===== src/rtl/tube_display_ctrl.sv =====
// 4-digit 7-segment sequencer: binary intake, double-dabble BCD conversion
// with 9999 saturation, atomic digit update and periodic scan-enable.
module tube_display_ctrl #(
    parameter int CLK_DIV = 50000,
    parameter int VAL_W   = 14
) (
    input  logic             clk,
    input  logic             rstn,
    input  logic             bin_valid,
    input  logic [VAL_W-1:0] bin_data,
    output logic             bin_ready,
    output logic             scan_en,
    output logic [3:0]       single_digit,
    output logic [3:0]       ten_digit,
    output logic [3:0]       hundred_digit,
    output logic [3:0]       kilo_digit,
    output logic             ovf
);

    localparam int CNT_W = $clog2(CLK_DIV);

    localparam logic [1:0] S_IDLE = 2'd0;
    localparam logic [1:0] S_CONV = 2'd1;
    localparam logic [1:0] S_LOAD = 2'd2;

    localparam logic [VAL_W-1:0] MAX_VAL  = VAL_W'(9999);
    localparam logic [3:0]       LAST_BIT = 4'(VAL_W - 1);
    localparam logic [CNT_W-1:0] SCAN_TOP = CNT_W'(CLK_DIV - 1);

    logic [1:0]       state_q, state_d;
    logic [CNT_W-1:0] scan_cnt_q, scan_cnt_d;
    logic [VAL_W-1:0] sr_q, sr_d;
    logic [15:0]      acc_q, acc_d;
    logic [15:0]      acc_adj;
    logic [3:0]       bit_cnt_q, bit_cnt_d;
    logic             ovf_pend_q, ovf_pend_d;
    logic [15:0]      disp_q, disp_d;
    logic             ovf_q, ovf_d;
    logic             over;

    assign bin_ready     = (state_q == S_IDLE);
    assign scan_en       = (scan_cnt_q == SCAN_TOP);
    assign single_digit  = disp_q[3:0];
    assign ten_digit     = disp_q[7:4];
    assign hundred_digit = disp_q[11:8];
    assign kilo_digit    = disp_q[15:12];
    assign ovf           = ovf_q;
    assign over          = (bin_data > MAX_VAL);

    // Free-running scan divider, unaffected by the conversion FSM.
    always_comb begin
        scan_cnt_d = scan_cnt_q + 1'b1;
        if (scan_cnt_q == SCAN_TOP) begin
            scan_cnt_d = '0;
        end
    end

    // Add-3 correction on every BCD nibble that would overflow when doubled.
    always_comb begin
        acc_adj = acc_q;
        for (int i = 0; i < 4; i++) begin
            if (acc_q[4*i +: 4] >= 4'd5) begin
                acc_adj[4*i +: 4] = acc_q[4*i +: 4] + 4'd3;
            end
        end
    end

    // Intake / shift / load sequencing; display only changes in LOAD.
    always_comb begin
        state_d    = state_q;
        sr_d       = sr_q;
        acc_d      = acc_q;
        bit_cnt_d  = bit_cnt_q;
        ovf_pend_d = ovf_pend_q;
        disp_d     = disp_q;
        ovf_d      = ovf_q;
        case (state_q)
            S_IDLE: begin
                if (bin_valid) begin
                    sr_d       = over ? MAX_VAL : bin_data;
                    ovf_pend_d = over;
                    acc_d      = '0;
                    bit_cnt_d  = LAST_BIT;
                    state_d    = S_CONV;
                end
            end
            S_CONV: begin
                {acc_d, sr_d} = {acc_adj, sr_q} << 1;
                if (bit_cnt_q == 4'd0) begin
                    state_d = S_LOAD;
                end else begin
                    bit_cnt_d = bit_cnt_q - 4'd1;
                end
            end
            S_LOAD: begin
                disp_d  = acc_q;
                ovf_d   = ovf_pend_q;
                state_d = S_IDLE;
            end
            default: begin
                state_d = S_IDLE;
            end
        endcase
    end

    // State registers; reset aborts any conversion and blanks the display.
    always_ff @(posedge clk or negedge rstn) begin
        if (!rstn) begin
            state_q    <= S_IDLE;
            scan_cnt_q <= '0;
            sr_q       <= '0;
            acc_q      <= '0;
            bit_cnt_q  <= '0;
            ovf_pend_q <= 1'b0;
            disp_q     <= '0;
            ovf_q      <= 1'b0;
        end else begin
            state_q    <= state_d;
            scan_cnt_q <= scan_cnt_d;
            sr_q       <= sr_d;
            acc_q      <= acc_d;
            bit_cnt_q  <= bit_cnt_d;
            ovf_pend_q <= ovf_pend_d;
            disp_q     <= disp_d;
            ovf_q      <= ovf_d;
        end
    end

endmodule


===== config.mk =====
export PLATFORM = sky130hd
export DESIGN_NAME = tube_display_ctrl
export DESIGN_NICKNAME = d
export VERILOG_FILES = /design/src/rtl/tube_display_ctrl.sv
export SDC_FILE = /design/constraint.sdc
export NUM_CORES = 1
export LEC_CHECK = 0
export BUFFER_PORTS_ARGS = -buffer_cell sky130_fd_sc_hd__buf_2
export CAP_MARGIN = 20
export CORE_ASPECT_RATIO = 1.5
export CORE_UTILIZATION = 30
export DETAILED_ROUTE_END_ITERATION = 8
export GPL_ROUTABILITY_DRIVEN = 0
export PLACE_DENSITY = 0.57
export SLEW_MARGIN = 20
export SYNTH_ARGS = -nofsm -noshare
export SYNTH_HDL_FRONTEND = slang
export SYNTH_SLANG_ARGS = --single-unit

===== constraint.sdc =====
create_clock -name clk -period 3.12 [get_ports clk]
set_input_delay 0.624 -clock clk [delete_from_list [all_inputs] [get_ports clk]]
set_output_delay 0.624 -clock clk [all_outputs]
set_load 0.03 [all_outputs]

==> results_dict.tcl <==
set metrics [dict create \
    outcome "completed" \
    max_cap_viol_count 0 \
    r2r_slack_ps 1090 \
    fin_setup_tns_ps 0 \
    cp.required_ps 2500 \
    final_max_slew_viol_count 0 \
    drc 0 \
    crit_type "flop to primary output" \
    synth_largest_area_cell "dfrtp_1" \
    grt_pass1_wl_um 11250 \
    cp_max_fo 11 \
    die_x_um 87.37 \
    ios 36 \
    syn_to_final_growth_pct 19.23 \
    power.total_uw 3670 \
    cts_buffers 9 \
    clock_skew_ps 6.515 \
    ys_seq_area_frac 0.5341 \
    tightestPinTransition_ps 688.6 \
    synth_area_leaders "dfrtp_1 53%, ha_1 3.8%, mux2_2 3.8%" \
    relSlewSlack 0.5392 \
    syn-num-nets 329 \
    cts_hold_buf 0 \
    reg2reg_from "state_q[0]" \
    ys_async_sr_fraction 1.000 \
    layout-drive-gt1-share 0.2267 \
    drt_pass1_iterations 4 \
    cts.repair.resized 0 \
    yosys_warnings 0 \
    grt_pass1_vias 2283 \
    totalWireLength_um 6588 \
    cts_tree "yes" \
    critPathLaunch "scan_cnt_q[0]" \
    die_area_um2 11360 \
    grt_use_total 0.1300 \
    via_count 2339 \
    antenna_found_initial 0 \
    initial_core_util 0.3097 \
    synth_edf_count 0 \
    num_rows 46 \
    hp-class "input port to asynchronous set/reset pin" \
    yosys_register_bits 70 \
    dp.final_hpwl_um 4622 \
    setup_violations 0 \
    ys_types 46 \
    powerDensity_nw_per_um2 938.7 \
    endpoint "scan_en" \
    fin_util 0.3692 \
    grt_start_max_net_pins 45 \
    ant_nets 0 \
    grt_setup_unrepaired "false" \
    clockBufferDepth 2 \
    clockRootBuffer "clkbuf_16" \
    final_net_count 366 \
    worstSkewPairLatency_ps 330 \
    start_kind "flop" \
    die_h_um 130.1 \
    rr_endpoint "acc_q[3]" \
    final-hold-violation-count 0 \
    synth_top_area_share 0.5341 \
    leakage_uw 0.001849 \
    timing.fmax_ghz 0.4190 \
    syn_inst 302 \
    mostFrequentLayoutCells "70 x dfrtp_1, 35 x buf_2, 25 x nand2_1" \
    first_iter_violations 119 \
    ff2ff_path_depth 5 \
    cp.arrival_ps 1760 \
    path_clk_slew_ps 60 \
    grt_remaining_overflow 0 \
    cts_sinks 70 \
    io_buffers 35 \
    core_um2 10590 \
    cts_htree_levels 3 \
    fin_crit_sh 0.7649 \
    diodes 0 \
    end_kind "primary output" \
    postCtsSetupBuffers 0 \
    peakVddDrop_mv 0.3079 \
    fin_crit_ps 2386 \
    layout_commonest_cell "dfrtp_1" \
    syn_area_per_cell_um2 10.86 \
    synthesis.area_um2 3279 \
    ys.flop_type "dfrtp_1" \
    vias_per_cell 4.793 \
    avgRoutedWirePerCell_um 13.50 \
]
[critical path, stage by stage (launching register included)]
cell and delay [ps]:
dfrtp_1 410, ha_1 230, and3_2 210, and4_2 350
buf_2 240
[power by group]
group / leakage [uW] / switching, uW / total [uW] / internal, uW
clock network: 0.000138 / 380 / 959 / 579
logic: 0.000808 / 732 / 1300 / 565
registers: 0.000903 / 210 / 1410 / 1200
[logic make-up (layout without fill, tap and decap cells)]
| group | Yosys count | after routing | synth area share |
|---|---|---|---|
| AOI/OAI and AO/OA | 60 | 60 | 0.1259 |
| xor gates and xnor gates | 19 | 19 | 0.05074 |
| adders and majority gates | 10 | 10 | 0.03815 |
| buffers and inverters | 29 | 71 | 0.03472 |
| DFF | 70 | 70 | 0.5341 |
| muxes | 15 | 15 | 0.04998 |
| and+or+nand+nor | 99 | 99 | 0.1663 |
[metal layers]
metal  vias to the layer above  track usage  wire [um]  share of wire
li1                       1140            -          -              -
met3                        10      0.02783        181          0.027
met5                         -            0          0              0
met4                         0      0.06847        154          0.023
met2                        40       0.2077       3116           0.47
met1                      1149       0.1641       3135           0.48
[sequential cells by signal (all words and copies together) (netlist names)]
name and cells:
disp_q 16, sr_q 14, ovf_pend_q 1, acc_q 16, ovf 1, scan_cnt_q 16, state_q 2, bit_cnt_q 4
[per-stage QoR]
| step | area [um2] | setup slack, ps | std cells | hold WS, ps |
|---|---|---|---|---|
| 6_report | 3910 | 733.5 | 488 | 324.6 |
| 5_1_grt | 3910 | 636.6 | 488 | 380.4 |
| 4_1_cts | 3910 | 708.1 | 488 | 350.5 |
| 3_5_place_dp | 3623 | 1059 | 472 | 465.7 |
| 3_3_place_gp | 3623 | 1105 | 472 | 457.7 |
| 2_1_floorplan | 3279 | 1280 | 302 | 328.4 |
[area by class of cell]
class / instances / area, um2
clock inverters: 5 / 33.78
inverters: 16 / 60.06
fillers: 1077 / 6680
well taps: 144 / 180.2
clock buffers: 11 / 252.7
flip-flops and latches: 70 / 1752
repair buffers: 39 / 217.7
multi-input cells: 203 / 1414
[cells in the mapped netlist (5+ instances only)]
library cell   n
a21oi_1        7
nand2_1       25
xor2_1        12
and3_1         5
dfrtp_1       70
nor2_1        22
o21ai_0       20
clkbuf_1       9
mux2_2        11
xnor2_1        7
ha_1          10
nand2b_1       7
nor3b_1        8
nand4_1        6
inv_1         16
a211oi_1       6
[worst min-delay path by stage]
stage / from / end / slack (ps) / cells past startpoint
after floorplan: rstn / acc_q[0] / 330 / 0
after global placement: disp_q[0] / disp_q[0] / 460 / 2
after detailed placement: disp_q[8] / disp_q[8] / 470 / 2
after CTS: rstn / disp_q[0] / 350 / 1
after global routing: rstn / disp_q[0] / 380 / 1
final: rstn / disp_q[0] / 320 / 1
Power figures use the tool's default switching activity.
